File: src/rtl/pcie_cc_adapt_pkg.sv
// Shared constants for the legacy-TLP to UltraScale+ CC adapter: legacy header
// bit positions (within the 128-bit header beat), CC descriptor offsets, state encoding.
package pcie_cc_adapt_pkg;

  // Legacy 3DW header, DW0 at [31:0], DW1 at [63:32], DW2 at [95:64]
  localparam int LEN_LSB    = 0;
  localparam int ATTR_LSB   = 12;
  localparam int EP_BIT     = 14;
  localparam int TC_LSB     = 20;
  localparam int TYPE_LSB   = 24;
  localparam int FMT_LSB    = 29;
  localparam int BC_LSB     = 32;
  localparam int STATUS_LSB = 45;
  localparam int CPLID_LSB  = 48;
  localparam int LADDR_LSB  = 64;
  localparam int TAG_LSB    = 72;
  localparam int REQID_LSB  = 80;

  localparam logic [4:0] TYPE_CPL   = 5'b01010;
  localparam logic [4:0] TYPE_CPLLK = 5'b01011;

  // CC descriptor offsets within the 96-bit descriptor
  localparam int CC_LADDR_LSB    = 0;
  localparam int CC_BC_LSB       = 16;
  localparam int CC_LOCKED_BIT   = 29;
  localparam int CC_DWC_LSB      = 32;
  localparam int CC_STATUS_LSB   = 43;
  localparam int CC_EP_BIT       = 46;
  localparam int CC_REQID_LSB    = 48;
  localparam int CC_TAG_LSB      = 64;
  localparam int CC_CPLID_LSB    = 72;
  localparam int CC_CPLID_EN_BIT = 88;
  localparam int CC_TC_LSB       = 89;
  localparam int CC_ATTR_LSB     = 92;

  localparam logic [10:0] MAX_DW = 11'd1024;

  typedef enum logic [1:0] {
    HDR  = 2'd0,
    BODY = 2'd1,
    DROP = 2'd2
  } cc_state_e;

  function automatic logic [3:0] keep_dw(input logic [15:0] k);
    return {k[12], k[8], k[4], k[0]};
  endfunction

  function automatic logic [2:0] dw_count(input logic [3:0] kd);
    return 3'(kd[0]) + 3'(kd[1]) + 3'(kd[2]) + 3'(kd[3]);
  endfunction

endpackage

File: src/rtl/s_axis_cc_adapt_x4_skid.sv
// Output register with a one-entry skid buffer; in_ready never looks at out_ready.
// valid/ready: a word moves when valid && ready on the same rising edge; data holds while valid && !ready.
module axis_skid_reg #(
  parameter int WIDTH = 8
) (
  input  logic             clk,
  input  logic             rst,
  input  logic [WIDTH-1:0] in_data,
  input  logic             in_valid,
  output logic             in_ready,
  output logic [WIDTH-1:0] out_data,
  output logic             out_valid,
  input  logic             out_ready
);

  logic             skid_full;
  logic [WIDTH-1:0] skid_data;
  logic             in_fire;

  assign in_ready = !skid_full;
  assign in_fire  = in_valid && in_ready;

  always_ff @(posedge clk or posedge rst) begin
    if (rst) begin
      skid_full <= 1'b0;
      skid_data <= '0;
      out_valid <= 1'b0;
      out_data  <= '0;
    end else if (!out_valid || out_ready) begin
      // Skid entry is older than anything arriving now, so it goes out first
      if (skid_full) begin
        out_data  <= skid_data;
        out_valid <= 1'b1;
        skid_full <= 1'b0;
      end else begin
        out_valid <= in_fire;
        if (in_fire) out_data <= in_data;
      end
    end else if (in_fire) begin
      skid_full <= 1'b1;
      skid_data <= in_data;
    end
  end

endmodule

File: src/rtl/s_axis_cc_adapt_x4.sv
// LitePCIe legacy completion TLPs -> UltraScale+ x4 CC AXI-Stream: header remap,
// byte->dword keep, payload length check, non-completion drop.
module s_axis_cc_adapt_x4
  import pcie_cc_adapt_pkg::*;
#(
  parameter int DATA_WIDTH = 128,
  parameter int KEEP_WIDTH = DATA_WIDTH/8
) (
  input  logic                  user_clk,
  input  logic                  user_reset,
  input  logic [DATA_WIDTH-1:0] s_axis_cc_tdata,
  input  logic [KEEP_WIDTH-1:0] s_axis_cc_tkeep,
  input  logic                  s_axis_cc_tlast,
  input  logic [3:0]            s_axis_cc_tuser,
  input  logic                  s_axis_cc_tvalid,
  output logic                  s_axis_cc_tready,
  output logic [DATA_WIDTH-1:0] s_axis_cc_tdata_a,
  output logic [3:0]            s_axis_cc_tkeep_a,
  output logic                  s_axis_cc_tlast_a,
  output logic [32:0]           s_axis_cc_tuser_a,
  output logic                  s_axis_cc_tvalid_a,
  input  logic [3:0]            s_axis_cc_tready_a,
  output logic                  cpl_drop,
  output cc_state_e             cc_state_dbg
);

  localparam int SKID_W = DATA_WIDTH + 4 + 1 + 1;

  cc_state_e             state;
  logic                  rdy_en, skid_ready, in_fire, is_cpl, hdr_fmt1, fwd_valid, disc;
  logic                  err_q, err_base, out_disc;
  logic [4:0]            hdr_type;
  logic [9:0]            hdr_len;
  logic [11:0]           hdr_bc;
  logic [10:0]           hdr_dwc, cnt_q, exp_dw_q, cnt_base, cnt_sum, cnt_next, exp_dw;
  logic [2:0]            beat_dw;
  logic [3:0]            keep_a;
  logic [95:0]           desc;
  logic [DATA_WIDTH-1:0] data_a;
  logic                  unused_ok;

  assign s_axis_cc_tready = rdy_en && skid_ready;
  assign in_fire          = s_axis_cc_tvalid && s_axis_cc_tready;
  assign cc_state_dbg     = state;
  assign unused_ok        = &{1'b0, s_axis_cc_tuser[3:1], s_axis_cc_tready_a[3:1],
                              s_axis_cc_tkeep[15:13], s_axis_cc_tkeep[11:9],
                              s_axis_cc_tkeep[7:5], s_axis_cc_tkeep[3:1]};

  always_comb begin
    hdr_type = s_axis_cc_tdata[TYPE_LSB +: 5];
    hdr_fmt1 = s_axis_cc_tdata[FMT_LSB + 1];
    hdr_len  = s_axis_cc_tdata[LEN_LSB +: 10];
    hdr_bc   = s_axis_cc_tdata[BC_LSB +: 12];
    is_cpl   = (hdr_type[4:1] == TYPE_CPL[4:1]);
    hdr_dwc  = (hdr_len == 10'd0) ? MAX_DW : {1'b0, hdr_len};

    desc = '0;
    desc[CC_LADDR_LSB +: 7]  = s_axis_cc_tdata[LADDR_LSB +: 7];
    desc[CC_BC_LSB +: 13]    = (hdr_bc == 12'd0) ? 13'h1000 : {1'b0, hdr_bc};
    desc[CC_LOCKED_BIT]      = (hdr_type == TYPE_CPLLK);
    desc[CC_DWC_LSB +: 11]   = hdr_dwc;
    desc[CC_STATUS_LSB +: 3] = s_axis_cc_tdata[STATUS_LSB +: 3];
    desc[CC_EP_BIT]          = s_axis_cc_tdata[EP_BIT];
    desc[CC_REQID_LSB +: 16] = s_axis_cc_tdata[REQID_LSB +: 16];
    desc[CC_TAG_LSB +: 8]    = s_axis_cc_tdata[TAG_LSB +: 8];
    desc[CC_CPLID_LSB +: 16] = s_axis_cc_tdata[CPLID_LSB +: 16];
    desc[CC_CPLID_EN_BIT]    = 1'b1;
    desc[CC_TC_LSB +: 3]     = s_axis_cc_tdata[TC_LSB +: 3];
    desc[CC_ATTR_LSB +: 2]   = s_axis_cc_tdata[ATTR_LSB +: 2];

    if (state == HDR) begin
      // Only DW3 of the header beat can be payload, and only for data completions
      beat_dw  = hdr_fmt1 ? {2'b0, s_axis_cc_tkeep[12]} : 3'd0;
      cnt_base = '0;
      exp_dw   = hdr_fmt1 ? hdr_dwc : '0;
      err_base = 1'b0;
      data_a   = {s_axis_cc_tdata[DATA_WIDTH-1:96], desc};
      keep_a   = hdr_fmt1 ? {s_axis_cc_tkeep[12], 3'b111} : 4'b0111;
    end else begin
      beat_dw  = dw_count(keep_dw(s_axis_cc_tkeep));
      cnt_base = cnt_q;
      exp_dw   = exp_dw_q;
      err_base = err_q;
      data_a   = s_axis_cc_tdata;
      keep_a   = keep_dw(s_axis_cc_tkeep);
    end

    cnt_sum   = cnt_base + {8'b0, beat_dw};
    cnt_next  = (cnt_sum > MAX_DW) ? MAX_DW : cnt_sum;
    disc      = s_axis_cc_tlast && (err_base || s_axis_cc_tuser[0] || (cnt_next != exp_dw));
    fwd_valid = in_fire && ((state == BODY) || ((state == HDR) && is_cpl));
  end

  always_ff @(posedge user_clk or posedge user_reset) begin
    if (user_reset) begin
      state    <= HDR;
      rdy_en   <= 1'b0;
      cpl_drop <= 1'b0;
      cnt_q    <= '0;
      exp_dw_q <= '0;
      err_q    <= 1'b0;
    end else begin
      rdy_en   <= 1'b1;
      cpl_drop <= 1'b0;
      if (in_fire) begin
        case (state)
          HDR: begin
            cnt_q    <= s_axis_cc_tlast ? '0 : cnt_next;
            exp_dw_q <= exp_dw;
            err_q    <= s_axis_cc_tuser[0];
            if (!is_cpl) begin
              cpl_drop <= 1'b1;
              state    <= s_axis_cc_tlast ? HDR : DROP;
            end else begin
              state    <= s_axis_cc_tlast ? HDR : BODY;
            end
          end
          BODY: begin
            cnt_q <= s_axis_cc_tlast ? '0 : cnt_next;
            err_q <= err_q || s_axis_cc_tuser[0];
            if (s_axis_cc_tlast) state <= HDR;
          end
          default: begin
            if (s_axis_cc_tlast) state <= HDR;
          end
        endcase
      end
    end
  end

  axis_skid_reg #(.WIDTH(SKID_W)) u_skid (
    .clk       (user_clk),
    .rst       (user_reset),
    .in_data   ({data_a, keep_a, s_axis_cc_tlast, disc}),
    .in_valid  (fwd_valid),
    .in_ready  (skid_ready),
    .out_data  ({s_axis_cc_tdata_a, s_axis_cc_tkeep_a, s_axis_cc_tlast_a, out_disc}),
    .out_valid (s_axis_cc_tvalid_a),
    .out_ready (s_axis_cc_tready_a[0])
  );

  assign s_axis_cc_tuser_a = {32'b0, out_disc};

endmodule
File: config.mk
export PLATFORM = sky130hd
export DESIGN_NAME = s_axis_cc_adapt_x4
export DESIGN_NICKNAME = d
export VERILOG_FILES = /design/src/rtl/pcie_cc_adapt_pkg.sv /design/src/rtl/s_axis_cc_adapt_x4_skid.sv /design/src/rtl/s_axis_cc_adapt_x4.sv
export SDC_FILE = /design/constraint.sdc
export NUM_CORES = 1
export LEC_CHECK = 0
export ABC_AREA = 0
export CAP_MARGIN = 20
export CORE_MARGIN = 4
export CORE_UTILIZATION = 54
export CTS_CLUSTER_SIZE = 30
export DETAILED_ROUTE_END_ITERATION = 16
export GPL_TIMING_DRIVEN = 1
export PLACE_DENSITY = 0.9
export SETUP_SLACK_MARGIN = 0.1
export SLEW_MARGIN = 20
export SYNTH_ARGS = -nofsm -noshare
export SYNTH_HDL_FRONTEND = slang
export SYNTH_SLANG_ARGS = --single-unit
File: constraint.sdc
create_clock -name user_clk -period 22.9 [get_ports user_clk]
set_input_delay 3.435 -clock user_clk [delete_from_list [all_inputs] [get_ports user_clk]]
set_output_delay 3.435 -clock user_clk [all_outputs]
set_load 0.01 [all_outputs]
Word level (Yosys, flattened, before mapping)
Index checks and enable logic that the tools add are counted.
{ "totals": {"ff_bits": 297, "input_bits": 156, "wordCells": 74} }
{ "op_classes": {"n_addsub": 4, "n_lt_le_gt_ge": 1, "eq_ne": 4, "n_mux": 27, "n_bitwise": 1, "n_reduce_logical": 27} }
{ "ops": {"columns": ["op", "n"], "rows": [
  ["$mux 134", 2],
  ["$mux 96", 1],
  ["$mux 11", 6],
  ["$mux 13", 1],
  ["$logic_not 12->1", 1],
  ["$reduce_and 2->1", 6],
  ["$add 11x3->11", 1],
  ["$gt 11x11->1 const B", 1],
  ["$ne 11x11->1", 1],
  ["$logic_not 10->1", 1],
  ["$mux 1", 9],
  ["$mux 2", 4],
  ["$mux 4", 2],
  ["$reduce_bool 2->1", 4],
  ["$logic_and 1x1->1", 6],
  ["$eq 5x4->1 const B", 1],
  ["$logic_or 1x1->1", 5],
  ["$eq 4x3->1 const B", 1],
  ["$add 2x1->3", 1],
  ["$add 3x1->3", 1],
  ["$mux 3", 1],
  ["$add 1x1->2", 1],
  ["$eq 2x1->1 const B", 1],
  ["$logic_not 1->1", 2],
  ["4 further kinds", 4]
]} }

Logic depth before layout (Yosys ltp)
Gate-level depths: netlist (run 1).
{ "depth": {"word_depth": 12, "mapped_depth": 17} }

Cells and area by module
A second synthesis (run 1) with hierarchy kept.
{ "hier_totals": {"hier_cells": 1290, "hier_area_um2": 15361.0} }
{ "modules_own_cells": {"columns": ["module", "instances", "cells_each", "area_each_um2", "seq_area_each_um2"], "rows": [
  ["axis_skid_reg", 1, 725, 11930.2, 6756.5],
  ["s_axis_cc_adapt_x4", 1, 565, 3430.8, 675.6]
]} }

Worst setup path before layout (run 1)
OpenSTA, ideal clock, no wires.
{ "synth_timing": {"path_type": "input-to-reg", "from": "in s_axis_cc_tkeep[0]", "to": "reg u_skid.out_data[0]", "arrival_time_ps": 7141, "path_slack_ps": 15632, "path_stages": 13, "n_path_buf": 0, "path_cell_list": "fa_1 > ha_1 > ha_1 > and2_1 > ha_1 > a211oi_1 > nor4_4 > mux2i_1 > or4_1 > o31a_1 > or4_4 > a21oi_2 > o31ai_1"} }
{ "synth_between": {"elab_chain_len": 12} }
{ "synth_rtl": {"columns": ["element", "line", "rtl"], "rows": [
  ["from (decl)", "s_axis_cc_adapt_x4.sv:12", "input logic [KEEP_WIDTH-1:0] s_axis_cc_tkeep,"],
  ["$add 1x1->2 (*)", "pcie_cc_adapt_pkg.sv:49", "return 3'(kd[0]) + 3'(kd[1]) + 3'(kd[2]) + 3'(kd[3]);"],
  ["$add 2x1->3 (*)", "pcie_cc_adapt_pkg.sv:49", null],
  ["$add 3x1->3 (*)", "pcie_cc_adapt_pkg.sv:49", null],
  ["$mux 3 (*)", "s_axis_cc_adapt_x4.sv:71", "if (state == HDR) begin"],
  ["$add 11x3->11 (*)", "s_axis_cc_adapt_x4.sv:88", "cnt_sum = cnt_base + {8'b0, beat_dw};"],
  ["$gt 11x11->1", "s_axis_cc_adapt_x4.sv:89", "cnt_next = (cnt_sum > MAX_DW) ? MAX_DW : cnt_sum;"],
  ["$mux 11 (*)", "s_axis_cc_adapt_x4.sv:89", null],
  ["$ne 11x11->1 (*)", "s_axis_cc_adapt_x4.sv:90", "disc = s_axis_cc_tlast && (err_base || s_axis_cc_tuser[0] || (cnt_next != exp_dw));"],
  ["$logic_or 1x1->1 (*)", "s_axis_cc_adapt_x4.sv:90", null],
  ["$logic_and 1x1->1 (*)", "s_axis_cc_adapt_x4.sv:90", null],
  ["$mux 134 (*)", "s_axis_cc_adapt_x4_skid.sv:37", "if (in_fire) out_data <= in_data;"],
  ["$mux 134 (*)", "s_axis_cc_adapt_x4_skid.sv:31", "if (skid_full) begin"],
  ["to (signal assigned)", "s_axis_cc_adapt_x4_skid.sv:32", "out_data <= skid_data;"],
  ["to (signal assigned)", "s_axis_cc_adapt_x4_skid.sv:37", null],
  ["to (decl)", "s_axis_cc_adapt_x4_skid.sv:11", "output logic [WIDTH-1:0] out_data,"]
]} }
Every way passes the cells marked *; elsewhere a longest branch is shown, timed or not. The select of a mux whose other input is x is not followed.
A chain may end at the register's enable or synchronous reset.

Worst setup path in the final report (run 1)
Ends and elaborated chain as after synthesis.

==> results of run 1 <==
-- critical path, stage by stage --
cell and delay, ps:
sky130_fd_sc_hd__clkdlybuf4s50_1 460, sky130_fd_sc_hd__fa_1 500, sky130_fd_sc_hd__ha_1 190, sky130_fd_sc_hd__ha_1 280, sky130_fd_sc_hd__and2_1 170, sky130_fd_sc_hd__ha_1 300
sky130_fd_sc_hd__a211oi_1 730, sky130_fd_sc_hd__nor4_4 90, sky130_fd_sc_hd__mux2i_1 200, sky130_fd_sc_hd__or4_1 520, sky130_fd_sc_hd__o31a_1 380, sky130_fd_sc_hd__or4_4 560
sky130_fd_sc_hd__a21oi_2 200, sky130_fd_sc_hd__o31ai_1 90
-- where the power goes --
part / switching, uW / internal (uW) / total [uW]
Clock: 211 / 338 / 550
Sequential: 43.1 / 599 / 642
Combinational: 195 / 197 / 392
Total: 450 / 1130 / 1580
-- how the worst min path moves through the flow --
stage | startpoint | to | slack, ps | cells past startpoint
2_1_floorplan | cnt_q[2]$_DFFE_PP0P_ | cnt_q[2]$_DFFE_PP0P_ | 440 | 2
3_3_place_gp | u_skid.skid_data[1]$_DFFE_PP0P_ | u_skid.skid_data[1]$_DFFE_PP0P_ | 460 | 2
3_5_place_dp | u_skid.skid_data[108]$_DFFE_PP0P_ | u_skid.skid_data[108]$_DFFE_PP0P_ | 460 | 2
4_1_cts | u_skid.skid_data[131]$_DFFE_PP0P_ | u_skid.skid_data[131]$_DFFE_PP0P_ | 480 | 2
5_1_grt | u_skid.skid_data[64]$_DFFE_PP0P_ | u_skid.skid_data[64]$_DFFE_PP0P_ | 500 | 2
6_report | u_skid.skid_data[108]$_DFFE_PP0P_ | u_skid.skid_data[108]$_DFFE_PP0P_ | 470 | 2
-- routing by layer --
layer / vias up / routed length (um) / GRT usage, %
met5: - / 13 / 0
met3: 130 / 2536 / 4.834
met4: 2 / 2395 / 14.71
met2: 495 / 19060 / 44.30
met1: 5821 / 15960 / 35.54
li1: 5603 / - / -
-- area by class of cell --
cell class / count / area [um2] / share of cell area [%]
Sequential cell: 297 / 7436 / 41.51
Clock inverter: 7 / 85.08 / 0.4749
Clock buffer: 52 / 1052 / 5.874
Inverter: 3 / 23.77 / 0.1327
Tap cell: 330 / 412.9 / 2.305
Antenna cell: 2 / 5.005 / 0.02794
Timing Repair Buffer: 291 / 2939 / 16.41
Multi-Input combinational cell: 1139 / 5961 / 33.27
-- cell families (layout without fill, tap and decap cells) --
kind of cell / Yosys count / after routing / share of synthesized area, %
DFF: 297 / 297 / 53.29
adders and majority gates: 7 / 7 / 0.7356
buffers and inverters: 145 / 353 / 5.051
muxes: 116 / 116 / 8.343
xor gates and xnor gates: 9 / 9 / 0.5652
other: 2 / 35 / 0.05385
and+or+nand+nor: 567 / 567 / 16.59
AOI/OAI and AO/OA: 407 / 407 / 15.38
-- registers in the layout, summed over array words and instances (netlist names) --
register          count
u_skid.skid_data    134
u_skid.skid_full      1
err_q                 1
cpl_drop              1
exp_dw_q             11
cnt_q                11
cc_state_dbg          2
rdy_en                1
u_skid.out_data     134
u_skid.out_valid      1
-- cells in the final DEF, fill, tap and decap left out, types with 3 or more instances in the layout --
master / Yosys / final
sky130_fd_sc_hd__buf_16: 0 / 3
sky130_fd_sc_hd__nor2b_1: 3 / 3
sky130_fd_sc_hd__a21oi_1: 115 / 115
sky130_fd_sc_hd__clkbuf_8: 1 / 7
sky130_fd_sc_hd__mux2i_1: 114 / 114
sky130_fd_sc_hd__a22oi_1: 6 / 6
sky130_fd_sc_hd__a2bb2oi_1: 5 / 5
sky130_fd_sc_hd__clkbuf_1: 97 / 8
sky130_fd_sc_hd__buf_4: 33 / 11
sky130_fd_sc_hd__nor3b_1: 4 / 3
sky130_fd_sc_hd__nor4_1: 9 / 9
sky130_fd_sc_hd__dfrtp_1: 297 / 296
sky130_fd_sc_hd__clkbuf_16: 0 / 37
sky130_fd_sc_hd__conb_1: 2 / 33
sky130_fd_sc_hd__nor3_1: 6 / 5
sky130_fd_sc_hd__and2_1: 8 / 8
sky130_fd_sc_hd__ha_1: 5 / 5
sky130_fd_sc_hd__xnor2_1: 7 / 7
sky130_fd_sc_hd__clkinv_2: 0 / 5
sky130_fd_sc_hd__o211ai_1: 3 / 3
sky130_fd_sc_hd__nand2b_1: 3 / 3
sky130_fd_sc_hd__nand2_1: 389 / 389
sky130_fd_sc_hd__o31ai_1: 5 / 5
sky130_fd_sc_hd__o21ai_0: 253 / 253
sky130_fd_sc_hd__o41ai_1: 3 / 3
sky130_fd_sc_hd__nand3_1: 7 / 7
sky130_fd_sc_hd__nor2_1: 119 / 119
sky130_fd_sc_hd__clkdlybuf4s50_1: 0 / 276
-- per-stage QoR --
step / cells / hold slack, ps / util (%) / area (um2)
after floorplan: 1581 / 440.2 / - / 14060
after global placement: 2057 / 456.6 / 65.86 / 16680
after detailed placement: 2057 / 462.1 / 65.86 / 16680
after CTS: 2116 / 476.3 / 70.35 / 17820
after global routing: 2121 / 500.6 / 70.73 / 17910
final: 2121 / 472.7 / 70.73 / 17910
==> metrics, run 1 <==
number of nets with antenna violations after routing 0; element type at the critical path end flop; H-tree level count 2; number of buffers added to fix hold violations after cts 0; Critical Path Fanout Max 7; initial antenna violation count 3; library cell with the highest instance count after synthesis sky130_fd_sc_hd__nand2_1; Max Clock Freq 128.4 MHz; post-route total power 1584 uW; via/cell ratio 5.682; fraction of registers with async set/reset 100.0%; most used flip-flop cell after synthesis sky130_fd_sc_hd__dfrtp_1; net count of the finished layout 1,929; reg2reg end u_skid.out_data[0]$_DFFE_PP0P_; # Max-Cap Violations 0; number of inserted filler cells in the final layout approximately 1,800; proportion of layout cells with a drive suffix above 1 4.695%; number of rows created at floorplan 58; number of vias in the routed layout 12,051; CTS sink count 297; count of flip-flops with a built-in enable after synthesis 0; worst ir drop on vdd 64.76 uV; number of standard cells after synthesis 1,550; Post-CTS Setup Bufs 0; clock tree from TritonCTS done; clock latency of the later-clocked register in the worst-skew pair 510 ps; post-cts gate resize count 0; portion of the post-synthesis area used by sequential elements between 50% and 60%; number of cells traversed by the worst register-to-register path 11; relative slew slack 28.39%; crit path to u_skid.out_data[0]$_DFFE_PP0P_; global-route wire length before repair 63,060 um; Clock Skew 22.31 ps; cell taking the most area after synthesis sky130_fd_sc_hd__dfrtp_1; power density cells 88.41 nW/um2; number of detailed-routing iterations run before antenna repair 5; largest net degree at the start of global routing 152; syn_area_per_cell approximately 9 um2; Worst Path Required 23,230 ps; number of library cell types mapped by synthesis 58; Worst Max-Slew Pin Slew 1074 ps; class of the most critical hold timing path flop to flop; class of the most critical setup path input pin to flop; synthesis-to-layout area growth 28.45%; total half-perimeter wirelength after legalization and detailed placement 27,060 um; Die H 168.7 um; static leakage power 0.008267 uW; I/O pin count 327; aggregate global-route resource usage 27.44%; area fraction of the dominant cell type after synthesis 53.29%; via count of the first global-routing pass between 10,000 and 15,000; reg2reg setup slack 18,210 ps; final worst path period need 7787 ps; number of port buffers 276; final setup slack of the worst path 15,110 ps; critical path launch point type input pin; clock-pin slew on the worst setup and hold paths 60 ps; Slew Viols, Final 0; worst setup path startpoint s_axis_cc_tkeep[0]; first-iteration detailed-routing DRC count 1,261; final weighted congestion in routability-driven placement 0.8600; number of warnings reported in the yosys synthesis log 0; CORE AREA ~25,000 um2; outcome completed; cells taking the most area after synthesis sky130_fd_sc_hd__dfrtp_1 53%, sky130_fd_sc_hd__nand2_1 10%, sky130_fd_sc_hd__o21ai_0 9.1%, sky130_fd_sc_hd__mux2i_1 8.2%, sky130_fd_sc_hd__a21oi_1 4.1%; arrival time reported for the critical path endpoint 8120 ps; area of the mapped netlist 13,950 um2; clock root buffer master sky130_fd_sc_hd__clkbuf_16; RSZ-0062 raised after global routing false; Tcrit/Tclk final 34.00%; maximum clock path buffer count 3; Detailed Route WL 39,970 um; ranking of synthesized cells by instance count 389 x sky130_fd_sc_hd__nand2_1, 297 x sky130_fd_sc_hd__dfrtp_1, 253 x sky130_fd_sc_hd__o21ai_0; total congestion overflow 0; flops & latches, synth 297; die footprint 28,460 um2; starting density of the core 55.07%; Hold Fails Final Rpt 0; Final Setup Violations 0; post-detailed-route wirelength per cell 18.84 um; launching point of the worst reg2reg path cc_state_dbg[1]$_DFFE_PP0P_; TritonCTS Buffers 34; Post-Route Setup TNS 0 ps; post-route DRC violation count 0; worst slack, placed ~15,000 ps; x dimension of the die between 150 and 200 um
No activity file was read; power rests on OpenSTA's default activity.
==> run 2: changes to the inputs <==
--- a/config.mk
+++ b/config.mk
@@ -8,11 +8,11 @@
 export ABC_AREA = 0
 export CAP_MARGIN = 20
 export CORE_MARGIN = 4
-export CORE_UTILIZATION = 54
+export CORE_UTILIZATION = 46
 export CTS_CLUSTER_SIZE = 30
 export DETAILED_ROUTE_END_ITERATION = 16
 export GPL_TIMING_DRIVEN = 1
-export PLACE_DENSITY = 0.9
+export PLACE_DENSITY = 0.82
 export SETUP_SLACK_MARGIN = 0.1
 export SLEW_MARGIN = 20
 export SYNTH_ARGS = -nofsm -noshare
==> constraint.sdc (replaced) <==
create_clock -name user_clk -period 6.34 [get_ports user_clk]
set_input_delay 0.951 -clock user_clk [delete_from_list [all_inputs] [get_ports user_clk]]
set_output_delay 0.951 -clock user_clk [all_outputs]
set_load 0.01 [all_outputs]
==> metrics, run 2 (synthesis gave the netlist of run 1 again) <==
outcome completed; Slew Viols, Final 0; reg2reg setup slack 1610 ps; Post-CTS Setup Bufs 0; Final Instance Count excl. Fillers around 2,200; number of detailed-routing iterations run before antenna repair 6; final weighted congestion in routability-driven placement roughly 0.91; Critical Path Fanout Max 7; Crit-path slowest cell sky130_fd_sc_hd__fa_1; Worst Path Required 6780 ps; Worst Min Path Start cnt_q[1]$_DFFE_PP0P_; clock latency of the later-clocked register in the worst-skew pair 570 ps; # Max-Cap Violations 0; RSZ-0062 raised after global routing false; number of cells on the critical path 15; multi-input combinational cell area 5967 um2; H-tree level count 1; number of vias in the routed layout 11,766; total congestion overflow 0; post-cts gate resize count 0; static leakage power 0.008212 uW; class of the most critical setup path input pin to flop; count of antenna diodes in the layout 0; CP Buf/Inv Count 1; Final Setup Violations 0; arrival time reported for the critical path endpoint 5600 ps; Post-Route Setup TNS 0 ps; Sequential cell area 7436 um2; launching point of the worst reg2reg path cc_state_dbg[1]$_DFFE_PP0P_; number of port buffers 276; TritonCTS Buffers 31; synthesis-to-layout area growth 28.13%; post-detailed-route wirelength per cell 18.33 um; first-iteration detailed-routing DRC count 908; class of the most critical hold timing path flop to flop; element type at the critical path end flop; net count of the finished layout between 1,500 and 2,000; initial antenna violation count 1; Clock Skew 11.75 ps; list of cells traversed by the critical path clkdlybuf4s50_1 -> fa_1 -> ha_1 -> nand2_1 -> nand2_1 -> ha_1 -> fa_1 -> a21oi_1 -> or4_1 -> a21oi_1 -> or4_1 -> o31a_1 -> or4_4 -> a21oi_2 -> o31ai_1; Worst Max-Slew Pin Slew 1045 ps; via count of the first global-routing pass 11,596; Die H 182.1 um; registers with the most flip-flops u_skid.out_data (134), u_skid.skid_data (134); Tcrit/Tclk final about four fifths; Detailed Route WL around 40,000 um; CTS sink count 297; Hold Fails Final Rpt 0; cell depth of the worst min-delay path 2; post-route total power 5587 uW; most common cell after layout, fill and taps aside sky130_fd_sc_hd__nand2_1; reg2reg end u_skid.out_data[0]$_DFFE_PP0P_; number of rows created at floorplan 63; maximum clock path buffer count 3; I/O pin count 327; total half-perimeter wirelength after legalization and detailed placement 27,560 um; critical path launch point type input pin; number of nets with antenna violations after routing 0; number of cells traversed by the worst register-to-register path 12; clock root buffer master sky130_fd_sc_hd__clkbuf_16; final worst path period need around 5200 ps; largest net degree at the start of global routing 155; worst ir drop on vdd 230.7 uV; clock-pin slew on the worst setup and hold paths 70 ps; worst setup path startpoint s_axis_cc_tkeep[0]; placed instance count 2,119; clock tree from TritonCTS done; die footprint 33,170 um2; aggregate global-route resource usage about a quarter; Max Clock Freq ~190 MHz; most frequent cells in the layout 389 x sky130_fd_sc_hd__nand2_1, 296 x sky130_fd_sc_hd__dfrtp_1, 276 x sky130_fd_sc_hd__clkdlybuf4s50_1, 253 x sky130_fd_sc_hd__o21ai_0, 119 x sky130_fd_sc_hd__nor2_1; crit path to u_skid.out_data[0]$_DFFE_PP0P_; x dimension of the die 182.1 um; proportion of layout cells with a drive suffix above 1 4.543%; number of buffers added to fix hold violations after cts 0; CORE AREA 29,800 um2; via/cell ratio 5.415; kind of cell adding the most delay to the critical path adder cells; number of inserted filler cells in the final layout 2,519; starting density of the core 46.81%; relative slew slack 30.30%; post-route DRC violation count 0; Critical Path Max Stage Delay 560 ps; power density cells ~310 nW/um2; global-route wire length before repair 63,510 um
-- run 2: cell count changes in the layout (fill, tap and decap cells not counted), sizes merged --
cell      before  now
clkinv         6    4
clkinvlp       0    2
inv            2    3
diode          2    0
buf           15   14
clkbuf        52   45
bufinv         2    3
-- run 2: worst reg2reg max path, cell delays in order, from the launching register on --
cell                      delay [ps]
sky130_fd_sc_hd__dfrtp_1         480
sky130_fd_sc_hd__or2_4           520
sky130_fd_sc_hd__and2_1          320
sky130_fd_sc_hd__ha_1            250
sky130_fd_sc_hd__fa_1            490
sky130_fd_sc_hd__a21oi_1         480
sky130_fd_sc_hd__or4_1           240
sky130_fd_sc_hd__a21oi_1         110
sky130_fd_sc_hd__or4_1           500
sky130_fd_sc_hd__o31a_1          390
sky130_fd_sc_hd__or4_4           560
sky130_fd_sc_hd__a21oi_2         180
sky130_fd_sc_hd__o31ai_1          90
-- run 2: how the worst min path moves through the flow --
stage,end,slack [ps]
after detailed placement,u_skid.skid_data[130]$_DFFE_PP0P_,460
after CTS,u_skid.skid_data[130]$_DFFE_PP0P_,480
after global routing,u_skid.skid_data[110]$_DFFE_PP0P_,500
after global placement,u_skid.skid_data[124]$_DFFE_PP0P_,460
final,cnt_q[1]$_DFFE_PP0P_,470
after floorplan,cnt_q[2]$_DFFE_PP0P_,440
-- run 2: report_power, final --
group          switching (uW)  leakage [uW]  internal, uW
clock network             754      0.000521          1120
registers                 158       0.00403          2160
logic                     678       0.00366           712
-- run 2: cell type report --
class	count	area share (%)
Multi-Input combinational cell	1139	33.39
Inverter	3	0.08402
Clock buffer	45	5.139
Clock inverter	9	0.7912
Tap cell	390	2.731
Timing Repair Buffer	290	16.26
Sequential cell	297	41.61
-- run 2: stage by stage --
step	hold slack, ps	cell area [um2]	setup WS [ps]	util (%)
after floorplan	440.2	14070	1444	-
after global routing	496.3	17870	971.5	59.98
final	473.0	17870	1179	59.98
after CTS	477.7	17870	1228	59.98
after detailed placement	462.9	16810	604.5	56.42
after global placement	456.6	16800	692.6	56.40
-- run 2: routing by layer --
metal	up-vias	global-route usage (%)	part of all wire [%]
met5	-	0	0.033
met4	2	8.766	4.4
met3	100	3.508	5.5
met2	387	38.96	48
met1	5682	31.47	42
li1	5595	-	-
==> run 3: changes to the inputs <==
==> constraint.sdc (replaced) <==
create_clock -name user_clk -period 4.6 [get_ports user_clk]
set_input_delay 0.69 -clock user_clk [delete_from_list [all_inputs] [get_ports user_clk]]
set_output_delay 0.69 -clock user_clk [all_outputs]
set_load 0.01 [all_outputs]
==> metrics, run 3 (synthesis gave the netlist of run 1 again) <==
I/O pin count 327; post-route DRC violation count 0; multi-input combinational cell area 5987 um2; number of rows created at floorplan 63; utilization after layout ~60%; TritonCTS Buffers 34; most frequent cells in the layout 389 x sky130_fd_sc_hd__nand2_1, 296 x sky130_fd_sc_hd__dfrtp_1, 273 x sky130_fd_sc_hd__clkdlybuf4s50_1, 253 x sky130_fd_sc_hd__o21ai_0, 119 x sky130_fd_sc_hd__nor2_1; clock root buffer master sky130_fd_sc_hd__clkbuf_16; Max Clock Freq ~240 MHz; Die H 182.1 um; x dimension of the die 182.1 um; WHS between 400 and 500 ps; proportion of layout cells with a drive suffix above 1 6.274%; Worst Max-Slew Pin Slew 869.2 ps; class of the most critical hold timing path flop to flop; largest net degree at the start of global routing 238; element type at the critical path end flop; list of cells traversed by the critical path dlymetal6s2s_1 -> fa_1 -> ha_1 -> ha_1 -> and2_1 -> fa_2 -> a21oi_4 -> or4_1 -> a21oi_1 -> or4_1 -> o31a_1 -> or4_4 -> a21oi_4 -> o31ai_1; Tcrit/Tclk final 90.62%; net count of the finished layout 1,955; RSZ-0062 raised after global routing false; outcome completed; relative slew slack 42.05%; number of vias in the routed layout 11,996; number of detailed-routing iterations run before antenna repair 7; via/cell ratio 5.423; class of the most critical setup path input pin to flop; static leakage power ~0.0084 uW; # Max-Cap Violations 0; kind of cell adding the most delay to the critical path adder cells; arrival time reported for the critical path endpoint 4530 ps; Crit-path slowest cell sky130_fd_sc_hd__or4_4; registers with the most flip-flops u_skid.out_data (134), u_skid.skid_data (134); final worst path period need 4169 ps; post-cts gate resize count 0; total congestion overflow 0; first-iteration detailed-routing DRC count 976; die footprint 33,170 um2; Critical Path Max Stage Delay 560 ps; Clock Skew 14.77 ps; number of buffers added to fix hold violations after cts 0; power density cells 426.3 nW/um2; CTS sink count between 200 and 300; Post-CTS Setup Bufs 0; CORE AREA 29,800 um2; clock-pin slew on the worst setup and hold paths 60 ps; aggregate global-route resource usage 24.07%; Hold Fails Final Rpt 0; number of inserted filler cells in the final layout 2,471; Sequential cell area 7436 um2; post-detailed-route wirelength per cell 18.71 um; starting density of the core between 40% and 50%; Slew Viols, Final 0; CP Buf/Inv Count 1; Final Setup Violations 0; most common cell after layout, fill and taps aside sky130_fd_sc_hd__nand2_1; global-route wire length before repair 64,660 um; clock tree from TritonCTS done; worst ir drop on vdd 291.3 uV; Detailed Route WL 41,390 um; Worst Path Required roughly 5000 ps; number of nets with antenna violations after routing 0; initial antenna violation count 5; H-tree level count 2; critical path launch point type input pin; final weighted congestion in routability-driven placement 0.8701; via count of the first global-routing pass 11,769; maximum clock path buffer count 3; Critical Path Fanout Max 3; synthesis-to-layout area growth 30.47%; number of port buffers between 200 and 300; total half-perimeter wirelength after legalization and detailed placement roughly 28,000 um; clock latency of the later-clocked register in the worst-skew pair ~520 ps
## run 3: changes by cell type in the layout (fill, tap and decap cells not counted), moves of 2 or more
cell / before / now
sky130_fd_sc_hd__inv_6: 0 / 2
sky130_fd_sc_hd__clkdlybuf4s50_1: 276 / 273
sky130_fd_sc_hd__a21oi_4: 0 / 2
sky130_fd_sc_hd__buf_4: 11 / 32
sky130_fd_sc_hd__dlymetal6s2s_1: 0 / 3
sky130_fd_sc_hd__clkinv_2: 3 / 6
sky130_fd_sc_hd__clkbuf_1: 5 / 9
sky130_fd_sc_hd__buf_12: 3 / 8
sky130_fd_sc_hd__bufinv_16: 3 / 0
sky130_fd_sc_hd__diode_2: 0 / 5
sky130_fd_sc_hd__clkbuf_8: 9 / 7
sky130_fd_sc_hd__clkbuf_16: 31 / 34
## run 3: report_power, final
group	switching (uW)	leakage (uW)	internal, uW
logic	964	0.00385	1010
registers	221	0.00403	2980
clock network	1100	0.000520	1490
total	2280	0.00839	5480
## run 3: worst paths after layout
path                                                      to  cells past startpoint                              start  slack (ps)
max                           u_skid.out_data[0]$_DFFE_PP0P_                     14                 s_axis_cc_tkeep[0]         430
min                        u_skid.skid_data[114]$_DFFE_PP0P_                      2  u_skid.skid_data[114]$_DFFE_PP0P_         470
max reg2reg                   u_skid.out_data[0]$_DFFE_PP0P_                     12        cc_state_dbg[1]$_DFFE_PP0P_         750
min reg2reg                u_skid.skid_data[114]$_DFFE_PP0P_                      2  u_skid.skid_data[114]$_DFFE_PP0P_         470
max in group asynchronous    u_skid.out_data[79]$_DFFE_PP0P_                      3                         user_reset        2950
min in group asynchronous    u_skid.out_data[24]$_DFFE_PP0P_                      2                         user_reset         660
## run 3: layer usage
| metal | part of all wire (%) | wire length (um) | GRT usage (%) |
|---|---|---|---|
| met4 | 4.2 | 1741 | 9.997 |
| met1 | 42 | 17200 | 32.61 |
| met5 | 0 | 0 | 0 |
| met3 | 6.3 | 2588 | 4.046 |
| met2 | 48 | 19850 | 38.68 |
## run 3: per-stage QoR
stage / std cells / cell area [um2] / setup TNS [ps] / power [uW] / worst slack [ps]
floorplan: 1581 / 14080 / -10420 / 4077 / -35.09
global placement: 2145 / 17070 / -2047 / 5151 / -305.0
detailed placement: 2145 / 17070 / -2873 / 5213 / -418.6
CTS: 2206 / 18130 / 0 / 7822 / 116.5
global route: 2212 / 18200 / 0 / 8131 / 302.6
finish: 2212 / 18200 / 0 / 7758 / 431.4
## run 3: area by class of cell
type	instances	share of cell area, %
multi-input cells	1139	32.90
repair buffers	317	17.58
flip-flops and latches	297	40.87
clock inverters	11	0.4332
well taps	390	2.682
inverters	3	0.08251
clock buffers	50	5.391
diodes	5	0.06876
## run 3: worst min-delay path, delay by kind of cell, from the launching register on
kind | cells | cell delay [ps]
DFF | 1 | 340
and+or+nand+nor | 2 | 110
